<file path="config.mk">
export PLATFORM = sky130hd
export DESIGN_NAME = host_cmd_hub
export DESIGN_NICKNAME = d
export VERILOG_FILES = /design/src/rtl/hub_pkg.sv /design/src/rtl/hub_tx_serializer.sv /design/src/rtl/host_cmd_hub.sv
export SDC_FILE = /design/constraint.sdc
export NUM_CORES = 1
export LEC_CHECK = 0
export BUFFER_PORTS_ARGS = -buffer_cell sky130_fd_sc_hd__buf_2
export CAP_MARGIN = 20
export CORE_MARGIN = 3
export CORE_UTILIZATION = 30
export DETAILED_ROUTE_END_ITERATION = 10
export PLACE_DENSITY_LB_ADDON = 0.05
export SYNTH_ARGS = -nofsm -noshare
export SYNTH_HDL_FRONTEND = slang
export SYNTH_SLANG_ARGS = --single-unit
</file>
<file path="constraint.sdc">
create_clock -name clk -period 5.8 [get_ports clk]
set_input_delay 1.74 -clock clk [delete_from_list [all_inputs] [get_ports clk]]
set_output_delay 1.74 -clock clk [all_outputs]
set_load 0.005 [all_outputs]
</file>
<file path="src/rtl/hub_pkg.sv">
// Shared opcodes, result codes, frame layouts and FSM states for the host command hub.
package hub_pkg;

  localparam int unsigned REQ_LEN         = 9;
  localparam int unsigned RSP_LEN         = 11;
  localparam int unsigned PAYLOAD_LEN     = REQ_LEN - 1;
  localparam int unsigned RSP_IDX_W       = 4;
  localparam int unsigned STATUS_IDLE_BIT = 0;
  localparam int unsigned STATUS_ACK_BIT  = 3;

  localparam logic [7:0] CMD_NOP         = 8'h00;
  localparam logic [7:0] CMD_RESET       = 8'h01;
  localparam logic [7:0] CMD_ARM         = 8'h02;
  localparam logic [7:0] CMD_READ_ID     = 8'h03;
  localparam logic [7:0] CMD_SET_TRIGGER = 8'h04;
  localparam logic [7:0] CMD_SET_DIVIDER = 8'h05;
  localparam logic [7:0] CMD_SET_COUNT   = 8'h06;
  localparam logic [7:0] CMD_READ_DATA   = 8'h07;
  localparam logic [7:0] CMD_ACK         = 8'h08;
  localparam logic [7:0] CMD_ABORT       = 8'h09;

  localparam logic [7:0] RES_OK          = 8'h00;
  localparam logic [7:0] RES_BAD_OPCODE  = 8'h01;
  localparam logic [7:0] RES_ACK_TIMEOUT = 8'h02;

  typedef enum logic [2:0] {
    ST_IDLE, ST_RX_PAYLOAD, ST_ISSUE, ST_WAIT_ACK, ST_SEND_ACK, ST_WAIT_CLR, ST_TX
  } hubState_t;

  // Element n carries register n (regIn n / regOut n).
  typedef logic [PAYLOAD_LEN-1:0][7:0] payload_t;

  typedef struct packed {
    logic [7:0] opcode;
    logic [7:0] result;
    logic [7:0] status;
    payload_t   regs;
  } rspFrame_t;

  // Byte i of the response in wire order: opcode, result, status, regOut0..7.
  function automatic logic [7:0] rspByte(input rspFrame_t f, input logic [RSP_IDX_W-1:0] i);
    if (i == RSP_IDX_W'(0))      rspByte = f.opcode;
    else if (i == RSP_IDX_W'(1)) rspByte = f.result;
    else if (i == RSP_IDX_W'(2)) rspByte = f.status;
    else                         rspByte = f.regs[3'(i - RSP_IDX_W'(3))];
  endfunction

  // CMD_ACK is reserved for the handshake and may not come from the host.
  function automatic logic opcodeValid(input logic [7:0] op);
    opcodeValid = (op <= CMD_READ_DATA) || (op == CMD_ABORT);
  endfunction

endpackage

</file>
<file path="src/rtl/hub_tx_serializer.sv">
// Holds one response frame and streams it out byte by byte over valid/ready.
module hub_tx_serializer
  import hub_pkg::*;
(
  input  logic       clk,
  input  logic       resetn,
  input  logic       load,
  input  rspFrame_t  frame,
  output logic [7:0] tx_data,
  output logic       tx_valid,
  input  logic       tx_ready,
  output logic       done_c
);

  rspFrame_t              buffer;
  logic [RSP_IDX_W-1:0]   idx;
  logic                   lastByte;

  assign lastByte = (idx == RSP_IDX_W'(RSP_LEN - 1));
  assign done_c   = tx_valid && tx_ready && lastByte;

  always_ff @(posedge clk) begin
    if (!resetn) begin
      buffer   <= '0;
      idx      <= '0;
      tx_valid <= 1'b0;
      tx_data  <= '0;
    end else if (load) begin
      buffer   <= frame;
      idx      <= '0;
      tx_valid <= 1'b1;
      tx_data  <= rspByte(frame, RSP_IDX_W'(0));
    end else if (tx_valid && tx_ready) begin
      if (lastByte) begin
        tx_valid <= 1'b0;
        idx      <= '0;
      end else begin
        idx     <= idx + RSP_IDX_W'(1);
        tx_data <= rspByte(buffer, idx + RSP_IDX_W'(1));
      end
    end
  end

endmodule

</file>
<file path="src/rtl/host_cmd_hub.sv">
// Host byte-stream front end: parses command frames, runs the strobe/ack handshake
// with the capture core and returns a fixed-length response frame.
module host_cmd_hub
  import hub_pkg::*;
#(
  parameter int unsigned ACK_TIMEOUT_CLKS = 1000000,
  parameter int unsigned RX_TIMEOUT_CLKS  = 100000,
  parameter int unsigned TIMER_W          = 24
) (
  input  logic       clk,
  input  logic       resetn,
  input  logic [7:0] rx_data,
  input  logic       rx_valid,
  output logic [7:0] tx_data,
  output logic       tx_valid,
  input  logic       tx_ready,
  output logic [7:0] command,
  output logic       commandStrobe,
  output logic [7:0] regIn0, regIn1, regIn2, regIn3, regIn4, regIn5, regIn6, regIn7,
  input  logic [7:0] regOut0, regOut1, regOut2, regOut3, regOut4, regOut5, regOut6, regOut7,
  input  logic [7:0] status,
  output logic       rx_dropped,
  output logic       busy
);

  localparam int unsigned       BYTE_IDX_W = 3;
  localparam logic [TIMER_W-1:0] RX_LIMIT  = TIMER_W'(RX_TIMEOUT_CLKS - 1);
  localparam logic [TIMER_W-1:0] ACK_LIMIT = TIMER_W'(ACK_TIMEOUT_CLKS - 1);
  localparam logic [TIMER_W-1:0] TIMER_MAX = '1;

  hubState_t              state, nextState;
  logic [TIMER_W-1:0]     timer;
  logic [BYTE_IDX_W-1:0]  byteIdx;
  logic [7:0]             opcode;
  payload_t               shadow, payloadMerged, regInQ, regOutBus;
  rspFrame_t              rsp;
  logic                   loadRsp, txDone_c;
  logic                   ackSeen, rxTimeout, ackTimeout, lastByte;
  logic                   latchOp, storeByte, issueNow, sendAckNow;
  logic                   loadBad, captureAck, ackExpired, clrExpired;

  assign regOutBus  = {regOut7, regOut6, regOut5, regOut4, regOut3, regOut2, regOut1, regOut0};
  assign {regIn7, regIn6, regIn5, regIn4, regIn3, regIn2, regIn1, regIn0} = regInQ;
  assign ackSeen    = status[STATUS_ACK_BIT];
  assign rxTimeout  = (timer >= RX_LIMIT);
  assign ackTimeout = (timer >= ACK_LIMIT);
  assign lastByte   = (byteIdx == BYTE_IDX_W'(PAYLOAD_LEN - 1));
  // Bytes arriving mid-transaction are reported in the cycle they arrive.
  assign rx_dropped = rx_valid && busy;

  always_ff @(posedge clk) begin
    if (!resetn) state <= ST_IDLE;
    else         state <= nextState;
  end

  always_comb begin
    nextState = state;
    unique case (state)
      ST_IDLE:       if (rx_valid) nextState = ST_RX_PAYLOAD;
      ST_RX_PAYLOAD: begin
        if (rx_valid && lastByte)     nextState = opcodeValid(opcode) ? ST_ISSUE : ST_TX;
        else if (!rx_valid && rxTimeout) nextState = ST_IDLE;
      end
      ST_ISSUE:      nextState = ST_WAIT_ACK;
      ST_WAIT_ACK: begin
        if (ackSeen)         nextState = ST_SEND_ACK;
        else if (ackTimeout) nextState = ST_TX;
      end
      ST_SEND_ACK:   nextState = ST_WAIT_CLR;
      ST_WAIT_CLR:   if (!ackSeen || ackTimeout) nextState = ST_TX;
      ST_TX:         if (txDone_c) nextState = ST_IDLE;
      default:       nextState = ST_IDLE;
    endcase
  end

  always_comb begin
    latchOp       = 1'b0;
    storeByte     = 1'b0;
    issueNow      = 1'b0;
    sendAckNow    = 1'b0;
    loadBad       = 1'b0;
    captureAck    = 1'b0;
    ackExpired    = 1'b0;
    clrExpired    = 1'b0;
    payloadMerged = shadow;
    payloadMerged[byteIdx] = rx_data;
    unique case (state)
      ST_IDLE:       latchOp = rx_valid;
      ST_RX_PAYLOAD: begin
        storeByte = rx_valid;
        issueNow  = rx_valid && lastByte && opcodeValid(opcode);
        loadBad   = rx_valid && lastByte && !opcodeValid(opcode);
      end
      ST_WAIT_ACK: begin
        captureAck = ackSeen;
        sendAckNow = ackSeen;
        ackExpired = !ackSeen && ackTimeout;
      end
      ST_WAIT_CLR:   clrExpired = ackSeen && ackTimeout;
      default: ;
    endcase
  end

  // Outputs are loaded on the edge entering ISSUE/SEND_ACK so the core sees them with the strobe.
  always_ff @(posedge clk) begin
    if (!resetn) begin
      timer         <= '0;
      byteIdx       <= '0;
      opcode        <= CMD_NOP;
      shadow        <= '0;
      regInQ        <= '0;
      command       <= CMD_NOP;
      commandStrobe <= 1'b0;
      busy          <= 1'b0;
      rsp           <= '0;
      loadRsp       <= 1'b0;
    end else begin
      commandStrobe <= issueNow || sendAckNow;
      busy          <= !(nextState == ST_IDLE || nextState == ST_RX_PAYLOAD);
      loadRsp       <= (nextState == ST_TX) && (state != ST_TX);
      if (nextState != state || storeByte) timer <= '0;
      else if (timer != TIMER_MAX)         timer <= timer + TIMER_W'(1);
      if (latchOp) begin
        opcode  <= rx_data;
        byteIdx <= '0;
      end
      if (storeByte) begin
        shadow[byteIdx] <= rx_data;
        byteIdx         <= byteIdx + BYTE_IDX_W'(1);
      end
      if (issueNow) begin
        regInQ  <= payloadMerged;
        command <= opcode;
      end
      if (sendAckNow) command <= CMD_ACK;
      if (loadBad)
        rsp <= '{opcode: opcode, result: RES_BAD_OPCODE, status: status, regs: '0};
      if (captureAck)
        rsp <= '{opcode: opcode, result: RES_OK, status: status, regs: regOutBus};
      if (ackExpired)
        rsp <= '{opcode: opcode, result: RES_ACK_TIMEOUT, status: status, regs: '0};
      if (clrExpired) rsp.result <= RES_ACK_TIMEOUT;
    end
  end

  hub_tx_serializer u_txSer (
    .clk      (clk),
    .resetn   (resetn),
    .load     (loadRsp),
    .frame    (rsp),
    .tx_data  (tx_data),
    .tx_valid (tx_valid),
    .tx_ready (tx_ready),
    .done_c   (txDone_c)
  );

endmodule

</file>
After elaboration in Yosys (flattened, before gate mapping)
Cells that the tools add are included.
W data, S select, Z words.
{"block": "word_totals", "regBits": 354, "latchBits": 0, "ramBits": 0, "mem_bits_ro": 0, "in_bits": 84, "output_inout_bits": 84, "word_cells": 155, "n_memories": 0}
{"block": "classes", "n_addsub": 4, "n_mul": 0, "div": 0, "n_lt_le_gt_ge": 6, "eq_ne": 17, "shifts": 0, "mux": 39, "n_bitwise": 1, "reduce_logical": 37}
{"cell": "$mux W88", "count": 3}
{"cell": "$bwmux W64", "count": 1}
{"cell": "$mux W8", "count": 8}
{"cell": "$mux W3", "count": 10}
{"cell": "$add A24 B1 Y24 const B", "count": 1}
{"cell": "$bmux W8 S3", "count": 1}
{"cell": "$demux W8 S3", "count": 1}
{"cell": "$ge A24 B17 Y1 const B", "count": 1}
{"cell": "$ge A24 B20 Y1 const B", "count": 1}
{"cell": "$ne A24 B24 Y1 const B", "count": 1}
{"cell": "$pmux W3 S7", "count": 1}
{"cell": "$eq A3 B3 Y1 const B", "count": 5}
{"cell": "$mux W4", "count": 3}
{"cell": "$logic_and A1 B1 Y1", "count": 11}
{"cell": "$mux W1", "count": 10}
{"cell": "$reduce_bool A2 Y1", "count": 5}
{"cell": "$eq A8 B4 Y1 const B", "count": 1}
{"cell": "$le A8 B3 Y1 const B", "count": 1}
{"cell": "$lt A3 B4 Y1 const B", "count": 2}
{"cell": "$reduce_or A2 Y1", "count": 4}
{"cell": "$eq A3 B1 Y1 const B", "count": 2}
{"cell": "$eq A3 B2 Y1 const B", "count": 2}
{"cell": "$logic_not A3 Y1", "count": 2}
{"cell": "$logic_or A1 B1 Y1", "count": 5}
{"cell": "other kinds (18)", "count": 22}

Depth between registers and ports, before layout
Gate-level depths: netlist of run 1.
{"block": "logic_depth", "ltp_word": 10, "mapped_depth": 9, "depth_no_buf": 8}

Hierarchy
From an unflattened synthesis of run 1, not the netlist that was laid out.
{"block": "hier_totals", "hier_cells": 1509, "hier_area_um2": 14975.6}
{"module": "host_cmd_hub", "n_inst": 1, "cells_per_inst": 1065, "area_each_um2": 10352.4, "seq_area_each_um2": 5185.0}
{"module": "hub_tx_serializer", "n_inst": 1, "cells_per_inst": 444, "area_each_um2": 4623.2, "seq_area_each_um2": 2021.9}

Least setup slack after synthesis of run 1
No wires, ideal clock.
{"block": "synth_path", "path_kind": "input -> output", "start": "in rx_valid", "end": "out rx_dropped", "arrival_time_ps": 1865, "required_time_ps": 4060, "slack_ps": 2195, "stages": 1, "n_path_buf": 0, "cell_sequence": "and2_1"}
{"block": "synth_between", "elab_chain_cells": 1}
{"element": "start, declared", "line": "host_cmd_hub.sv:13", "source": "input logic rx_valid,"}
{"element": "$logic_and A1 B1 Y1", "line": "host_cmd_hub.sv:49", "source": "assign rx_dropped = rx_valid && busy;"}
{"element": "end, declared", "line": "host_cmd_hub.sv:22", "source": "output logic rx_dropped,"}
No other way between the ends.

Worst setup path after layout of run 1
Same ends and word-level chain as after synthesis.

==> results_dict.tcl, run 1 <==
set metrics [dict create \
    syn_inst 1530 \
    drv_slew 0 \
    drt-total-wl_um 42100 \
    drive_gt1_frac 0.176 \
    yosysTopAreaCell "dfxtp_1" \
    grt_overflow_total 0 \
    cts_buffer_depth 3 \
    synth-seq-cells 354 \
    final_hold_viol_count 0 \
    wl_per_cell_um 18.6 \
    dp_slack_ns 1.69 \
    cp-start-kind "primary input" \
    synth_area_leaders "dfxtp_1 (49%), mux2i_1 (12%), nor2_1 (6.1%), a21oi_1 (4.1%), a22o_1 (4.0%)" \
    final_antenna_net_count 0 \
    synth_flop_cell "dfxtp_1" \
    min_path_cells 1 \
    h-tree-depth 2 \
    synth_top_area_frac 0.492 \
    min_path_type "flop to flop" \
    end_kind "primary output" \
    placed_area_um2 15600 \
    netlist_top_cells_count "dfxtp_1 (354), nor2_1 (234), mux2i_1 (171)" \
    sw_frac_of_total 0.225 \
    status "completed" \
    path_class "primary input to primary output" \
    grt_usage 0.164 \
    fp.dieArea_um2 50700 \
    synthesis.nets 1617 \
    synth.avg_cell_area_um2 9.42 \
    area_growth_pct 17.8 \
    drc 0 \
    fmax_ghz 0.256 \
    io_pins 168 \
    numPortBuffers 167 \
    tritoncts "built" \
    antenna_found_initial 2 \
    relSlewSlack 0.354 \
    met2_length_um 18400 \
    dieHeight_um 225 \
    vias_per_cell 4.95 \
    skew_ns 0.0173 \
    critPathRequiredTime_ns 4.06 \
    postCtsSetupBuffers 0 \
    cts.repair.resized 0 \
    p_per_area_nw_per_um2 309 \
    max_cap_viol_count 0 \
    grt_first_pass_wirelength_um 65600 \
    worstPathArrival_ns 2.17 \
    yosysWarnings 0 \
    path_clk_slew_ns 0.05 \
    synth_most_common_cell "dfxtp_1" \
    netlist-cell-type-count 58 \
    num_vias 11209 \
    place_congestion 0.737 \
    grt_max_degree 75 \
    fp.dieW_um 225 \
    clock-root-buffer "clkbuf_16" \
    cp_max_fo 8 \
    intPower_mw 4.06 \
    timing.final.crit_share 0.673 \
    fp-row-count 79 \
    fillers 4911 \
    drt_first_iter_violations 547 \
    p_sw_mw 1.18 \
    syn_area_um2 14400 \
    final.setup.tns_ns 0 \
    setup_ws_ns 1.89 \
    max_slew.worst_pin.slew_ns 0.969 \
    topRoutingLayerUsed "met4" \
    rsz0062_at_grt "no" \
    ys_seq_area_frac 0.492 \
    async_flop_share 0 \
    numCtsBuffers 42 \
    start_util 0.306 \
    wl_met3_um 1630 \
    p_comb_frac 0.030 \
    m1WireLength_um 21300 \
    first_global_vias 11029 \
    pwr-share-clk 0.502 \
    clock_latency_ns 0.56 \
    fin_nets 1712 \
    leakage_nw 6.37 \
    vdd_ir_drop_max_uv 155 \
    fin_area_um2 17000 \
    pwr-share-seq 0.468 \
    setup_viol 0 \
    cts.sinks 354 \
    synth_edf_count 0 \
    multi_input_area_um2 6670 \
    regArea_um2 7090 \
    hpwl_um 27400 \
    min_period_ns 3.91 \
    reg2regPathDepth 7 \
    hold_buffers 0 \
    core_um2 47100 \
    drt_pass1_iterations 5 \
]
-- path summary, 6_finish.rpt --
path	from	end	slack, ns
setup reg to reg	state[0]	command[3]	3.00
hold / removal	command[7]	command[7]	0.46
setup / recovery	rx_valid	rx_dropped	1.89
hold reg to reg	command[7]	command[7]	0.46
-- kinds of logic after synthesis --
kind of cell | count (synthesis) | synth area share
fa+ha+maj | 3 | 0.00260
buf+inv | 148 | 0.0484
mux | 187 | 0.144
compound gates | 306 | 0.144
flops | 354 | 0.492
simple gates | 511 | 0.157
xor+xnor | 21 | 0.0128
-- power by group through the flow --
stage | Clock (mW) | Sequential [mW] | Combinational [mW]
3_5_place_dp | 0 | 2.50 | 0.160
6_report | 2.63 | 2.45 | 0.158
4_1_cts | 2.74 | 2.45 | 0.161
5_1_grt | 2.83 | 2.45 | 0.174
3_3_place_gp | 0 | 2.50 | 0.161
2_1_floorplan | 0 | 2.50 | 0.102
-- cell type report --
cell class                 instances  share of cell area
sequential                       354               0.418
timing repair buffer             185              0.0601
clock inverter                    19             0.00892
inverter                          14             0.00339
multi-input combinational       1028               0.393
tap                              607              0.0447
antenna                            1            0.000147
clock buffer                      57              0.0724
-- flip-flops by register name, indices dropped and copies added (netlist names), 24 cells and up --
| name | flops |
|---|---|
| u_txSer.buffer | 82 |
| shadow | 64 |
| timer | 24 |
| rsp | 82 |
-- layer usage --
metal	GRT usage	vias to the layer above
li1	-	5602
met1	0.237	5392
met4	0.0445	0
met3	0.0298	47
met2	0.253	168
met5	0	-
-- through the flow --
stage / power (mW) / cells / util / hold slack, ns
2_1_floorplan: 2.60 / 1530 / - / 0.442
3_3_place_gp: 2.66 / 2185 / 0.330 / 0.440
3_5_place_dp: 2.66 / 2187 / 0.331 / 0.443
4_1_cts: 5.35 / 2263 / 0.361 / 0.461
5_1_grt: 5.45 / 2264 / 0.361 / 0.469
6_report: 5.24 / 2265 / 0.361 / 0.456
-- cell usage in the layout, fill, tap and decap left out, types with 5 or more instances in the layout --
cell type	count
a22o_1	66
clkbuf_8	10
dfxtp_1	353
mux4_2	16
nand2_1	111
and2_1	8
nand2b_1	8
clkbuf_16	43
nand3b_1	5
nand3_1	84
xnor2_1	9
o21ai_0	26
mux2i_1	171
inv_1	13
a21oi_1	117
nor3_1	12
buf_4	13
nand4_1	11
a211oi_1	74
xor2_1	12
and3_1	5
clkinv_2	15
nor2_1	233
buf_2	167
-- worst max-delay path, cell delays in order --
cell,delay (ns)
buf_2,0.18
and2_1,0.14
buf_2,0.10
(Power assumes the default switching activity.)
==> inputs of run 2 (changes only) <==
Clock period 5.8 ns to 3.7 ns, I/O delays scaled along.
==> results_dict.tcl, run 2 (synthesized netlist as in run 1, its figures left out) <==
set metrics [dict create \
    final_antenna_net_count 0 \
    pwr-share-seq 0.464 \
    fin_area_um2 17000 \
    fin_nets 1718 \
    cts.repair.resized 0 \
    p_total_mw 8.28 \
    setup_viol 0 \
    path_class "flop to flop" \
    end_kind "flop" \
    reg2reg_from "timer[11]" \
    p_sw_mw 1.86 \
    cts.sinks 354 \
    final.setup.tns_ns 0 \
    intPower_mw 6.42 \
    reg2regPathDepth 6 \
    min_period_ns 2.77 \
    rrSetupSlack_ns 0.93 \
    p_comb_frac 0.030 \
    regToRegEndpoint "rsp[63]" \
    fmax_ghz 0.361 \
    fp-row-count 79 \
    place_congestion 0.721 \
    timing.final.crit_share 0.750 \
    max_slew.worst_pin.slew_ns 0.962 \
    postCtsSetupBuffers 0 \
    max_cap_viol_count 0 \
    h-tree-depth 2 \
    placed_area_um2 15600 \
    wl_per_cell_um 18.4 \
    min_path_type "flop to flop" \
    numPortBuffers 167 \
    grt_usage 0.164 \
    grt_overflow_total 0 \
    crit_chain "or3_4, or4b_4, o211a_4, o31ai_4, buf_4, a21oi_1" \
    final_common_cell "dfxtp_1" \
    first_global_vias 11141 \
    drive_gt1_frac 0.173 \
    numCtsBuffers 43 \
    leakage_nw 6.38 \
    critPathRequiredTime_ns 4.10 \
    rsz0062_at_grt "no" \
    worstPathArrival_ns 3.18 \
    min_path_cells 1 \
    drt-total-wl_um 41800 \
    hold_buffers 0 \
    antenna_found_initial 1 \
    layout_common_cells "dfxtp_1 (353), nor2_1 (233), mux2i_1 (171)" \
    skew_ns 0.0298 \
    max_stage_delay_ns 0.63 \
    io_pins 168 \
    cp-start-kind "flop" \
    area_growth_pct 18.2 \
    status "completed" \
    grt_first_pass_wirelength_um 65700 \
    vdd_ir_drop_max_uv 257 \
    hpwl_um 27100 \
    drt_pass1_iterations 5 \
    final_hold_viol_count 0 \
    sw_frac_of_total 0.225 \
    grt_max_degree 71 \
    vias_per_cell 4.96 \
    cp_slowest_cell "buf_4" \
    start_util 0.306 \
    worstHoldStart "command[5]" \
    clock-root-buffer "clkbuf_16" \
    placed_cells 2193 \
    cts_buffer_depth 3 \
    clock_latency_ns 0.58 \
    reg_top3 "rsp: 82 flops, u_txSer.buffer: 82 flops, shadow: 64 flops" \
    fp.dieW_um 225 \
    relSlewSlack 0.356 \
    cp_max_fo 64 \
    core_um2 47100 \
    fp.dieArea_um2 50700 \
    num_vias 11235 \
    tritoncts "built" \
    drc 0 \
    p_per_area_nw_per_um2 486 \
    pwr-share-clk 0.506 \
    path_clk_slew_ns 0.06 \
    drv_slew 0 \
    stdcell_count 2266 \
    hold_path_end "command[5]" \
    dieHeight_um 225 \
    drt_first_iter_violations 584 \
]
-- run 2: cell count changes in the layout (fill, tap and decap cells not counted), moves of 2 or more --
cell / before / now
clkinv_2: 15 / 3
clkbuf_8: 10 / 12
clkbuf_1: 4 / 9
buf_4: 13 / 19
-- run 2: power by group through the flow --
stage	combinational [mW]	sequential [mW]	clock, mW
floorplan	0.160	3.92	0
global placement	0.255	3.92	0
detailed placement	0.256	3.93	0
CTS	0.257	3.84	4.35
global route	0.277	3.84	4.50
finish	0.250	3.84	4.19
-- run 2: area by class of cell --
type	count	area, um^2
multi-input cells	1028	6670
clock inverters	8	130
diodes	1	2.50
fillers	4852	30000
well taps	607	759
repair buffers	190	1060
flip-flops and latches	354	7090
inverters	14	57.6
clock buffers	64	1270
-- run 2: worst max-delay path by stage --
stage | to | slack (ns) | startpoint | cells after the start
6_report | rsp[63] | 0.93 | timer[11] | 6
5_1_grt | timer[22] | 0.68 | timer[0] | 7
4_1_cts | rsp[45] | 0.89 | timer[11] | 6
3_5_place_dp | busy | 0.61 | rx_valid | 8
3_3_place_gp | busy | 0.64 | rx_valid | 8
2_1_floorplan | regIn0[0] | 1.04 | rx_valid | 7
-- run 2: layer usage --
metal	up-vias	share of wire	track usage
li1	5601	-	-
met1	5412	0.50	0.238
met2	173	0.44	0.248
met3	49	0.044	0.0331
met4	0	0.015	0.0412
met5	-	0	0
-- run 2: stage by stage --
step	util	setup WS, ns	hold WS [ns]
floorplan	-	1.04	0.442
global placement	0.332	0.642	0.440
detailed placement	0.332	0.609	0.443
CTS	0.362	0.892	0.459
global route	0.362	0.680	0.482
finish	0.362	0.926	0.456
-- run 2: critical path, delay by kind of cell, from the launching register on --
| kind | cells | cell delay, ns |
|---|---|---|
| flops | 1 | 0.36 |
| buf+inv | 1 | 0.63 |
| simple gates | 2 | 0.92 |
| compound gates | 3 | 0.62 |
==> inputs of run 3 (changes only) <==
Settings changed: ABC_AREA set to 1.
Clock period 3.7 ns to 2.4 ns, I/O delays scaled along.
==> results_dict.tcl, run 3 <==
set metrics [dict create \
    ys_seq_area_frac 0.497 \
    globalRouteMet1Util 0.232 \
    numPortBuffers 167 \
    numCtsBuffers 42 \
    vdd_ir_drop_max_uv 355 \
    max_stage_delay_ns 0.38 \
    p_per_area_nw_per_um2 760 \
    netlist_top_cells_count "dfxtp_1 (354), nand2_1 (331), nor2_1 (311)" \
    worstPathArrival_ns 2.50 \
    drt_first_iter_violations 639 \
    path_class "flop to flop" \
    crit_chain "ha_1, ha_1, inv_1, nor2_8, inv_4, nor2_8, nor2_8, nand3_2, nor2_1, nand3_2, buf_12, nor2_1" \
    cts_buffer_depth 3 \
    synth_most_common_cell "dfxtp_1" \
    setup_ws_ns 0.387 \
    min_period_ns 2.01 \
    skew_ns 0.0156 \
    drive_gt1_frac 0.170 \
    synth-seq-cells 354 \
    async_flop_share 0 \
    area_growth_pct 21.1 \
    reg_top3 "rsp: 82 flops, u_txSer.buffer: 82 flops, shadow: 64 flops" \
    synth.avg_cell_area_um2 7.70 \
    yosysWarnings 0 \
    postCtsSetupBuffers 0 \
    tritoncts "built" \
    wl_per_cell_um 16.0 \
    first_global_vias 11908 \
    grt_max_degree 65 \
    cp_slowest_cell "dfxtp_1" \
    antenna_found_initial 0 \
    max_cap_viol_count 0 \
    clock-root-buffer "clkbuf_16" \
    cpMostUsedCell "nor2_8" \
    cp-start-kind "flop" \
    path_clk_slew_ns 0.06 \
    min_path_type "primary input to flop" \
    synth_edf_count 0 \
    synthesis.nets 1938 \
    netlist-cell-type-count 42 \
    grt.busiest_layer "met2" \
    start_util 0.305 \
    drv_slew 0 \
    hold_buffers 0 \
    status "completed" \
    fillers 4993 \
    cts.repair.resized 0 \
    clock_latency_ns 0.56 \
    fp-row-count 79 \
    diodes 0 \
    grt_use_met2 0.269 \
    setup_viol 0 \
    fin_nets 2081 \
    hpwl_um 28600 \
    dieHeight_um 224 \
    synth_flop_cell "dfxtp_1" \
    critPathRequiredTime_ns 2.89 \
    yosysTopAreaCell "dfxtp_1" \
    dp_slack_ns 0.173 \
    grt_first_pass_wirelength_um 66700 \
    fmax_ghz 0.497 \
    place_congestion 0.801 \
    final_antenna_net_count 0 \
    core_um2 46800 \
    h-tree-depth 2 \
    cts.sinks 354 \
    layout_common_cells "dfxtp_1 (353), nand2_1 (328), nor2_1 (311)" \
    grt_usage 0.166 \
    synth_area_leaders "dfxtp_1 (50%), nand2_1 (8.7%), nor2_1 (8.2%), o21ai_0 (6.4%), a21oi_1 (4.1%)" \
    rsz0062_at_grt "no" \
    crit_buf_inv 3 \
    syn_inst 1851 \
    max_slew.worst_pin.slew_ns 0.700 \
    drc 0 \
    relSlewSlack 0.533 \
    final_hold_viol_count 0 \
    timing.final.crit_share 0.839 \
    met3_usage 0.0233 \
    drt-total-wl_um 42100 \
    cp_max_fo 13 \
    end_kind "flop" \
    io_pins 168 \
    fp.dieW_um 224 \
    synth_top_area_frac 0.497 \
    vias_per_cell 4.64 \
    leakage_nw 7.32 \
    drt_pass1_iterations 4 \
    fp.dieArea_um2 50100 \
    final.setup.tns_ns 0 \
    grt_overflow_total 0 \
    final_common_cell "dfxtp_1" \
    cpLargestDelayFamily "simple AND/OR/NAND/NOR gates" \
    syn_area_um2 14200 \
    num_vias 12208 \
]
[run 3: cell count changes in the layout (fill, tap and decap cells not counted), sizes merged, moves of 9 or more]
cell / previous run / this run
inv: 15 / 139
mux4: 16 / 0
a211oi: 74 / 64
buf: 190 / 206
nand2: 112 / 336
and2: 9 / 0
a22o: 66 / 0
mux2i: 171 / 0
nand3: 84 / 42
o22ai: 0 / 86
o21ai: 26 / 184
nor2: 234 / 342
[run 3: tightest hold or removal path, stage by stage]
cell and delay [ns]:
buf_2 0.09, nand2_1 0.05, a21oi_1 0.05
[run 3: per-stage QoR]
step           cell area [um^2]  power (mW)  cells  utilization  hold slack, ns
2_1_floorplan             14200        6.35   1851            -           0.434
3_3_place_gp              15800        6.63   2557        0.338           0.436
3_5_place_dp              15800        6.63   2557        0.338           0.433
4_1_cts                   17300        13.4   2633        0.369           0.376
5_1_grt                   17300        13.6   2633        0.369           0.403
6_report                  17300        13.1   2633        0.369           0.413
[run 3: power by group]
group          total (mW)  internal [mW]  switching, mW
Sequential           5.93           5.91         0.0188
Combinational       0.563          0.181          0.382
Clock                6.63           4.10           2.53
[run 3: kinds of logic (layout without fill, tap and decap cells)]
group                    after synthesis  count (layout)  synth area share
AND/OR/NAND/NOR                      759             759             0.223
AO/OA/AOI/OAI                        469             469             0.191
flip-flops                           354             354             0.497
buffers and inverters                245             420            0.0731
XOR/XNOR                              21              21            0.0129
adder cells (fa/ha/maj)                3               3           0.00263
[run 3: area by class of cell]
cell class | count | area (um^2) | area share
Timing Repair Buffer | 206 | 1320 | 0.0763
Clock buffer | 62 | 1240 | 0.0717
Multi-Input combinational cell | 1252 | 6130 | 0.355
Clock inverter | 14 | 199 | 0.0115
Tap cell | 607 | 759 | 0.0440
Inverter | 138 | 526 | 0.0304
Sequential cell | 354 | 7090 | 0.411
[run 3: per-layer routing]
metal,share of wire,vias up
li1,-,6438
met1,0.49,5531
met2,0.45,186
met3,0.035,53
met4,0.020,0
met5,0,-
[run 3: worst paths after layout]
kind	endpoint	from	depth (start not counted)	slack (ns)
setup / recovery	timer[1]	byteIdx[0]	12	0.39
hold reg to reg	command[6]	command[6]	2	0.44
hold / removal	rsp[25]	regOut3[1]	3	0.41
setup reg to reg	timer[1]	byteIdx[0]	12	0.39
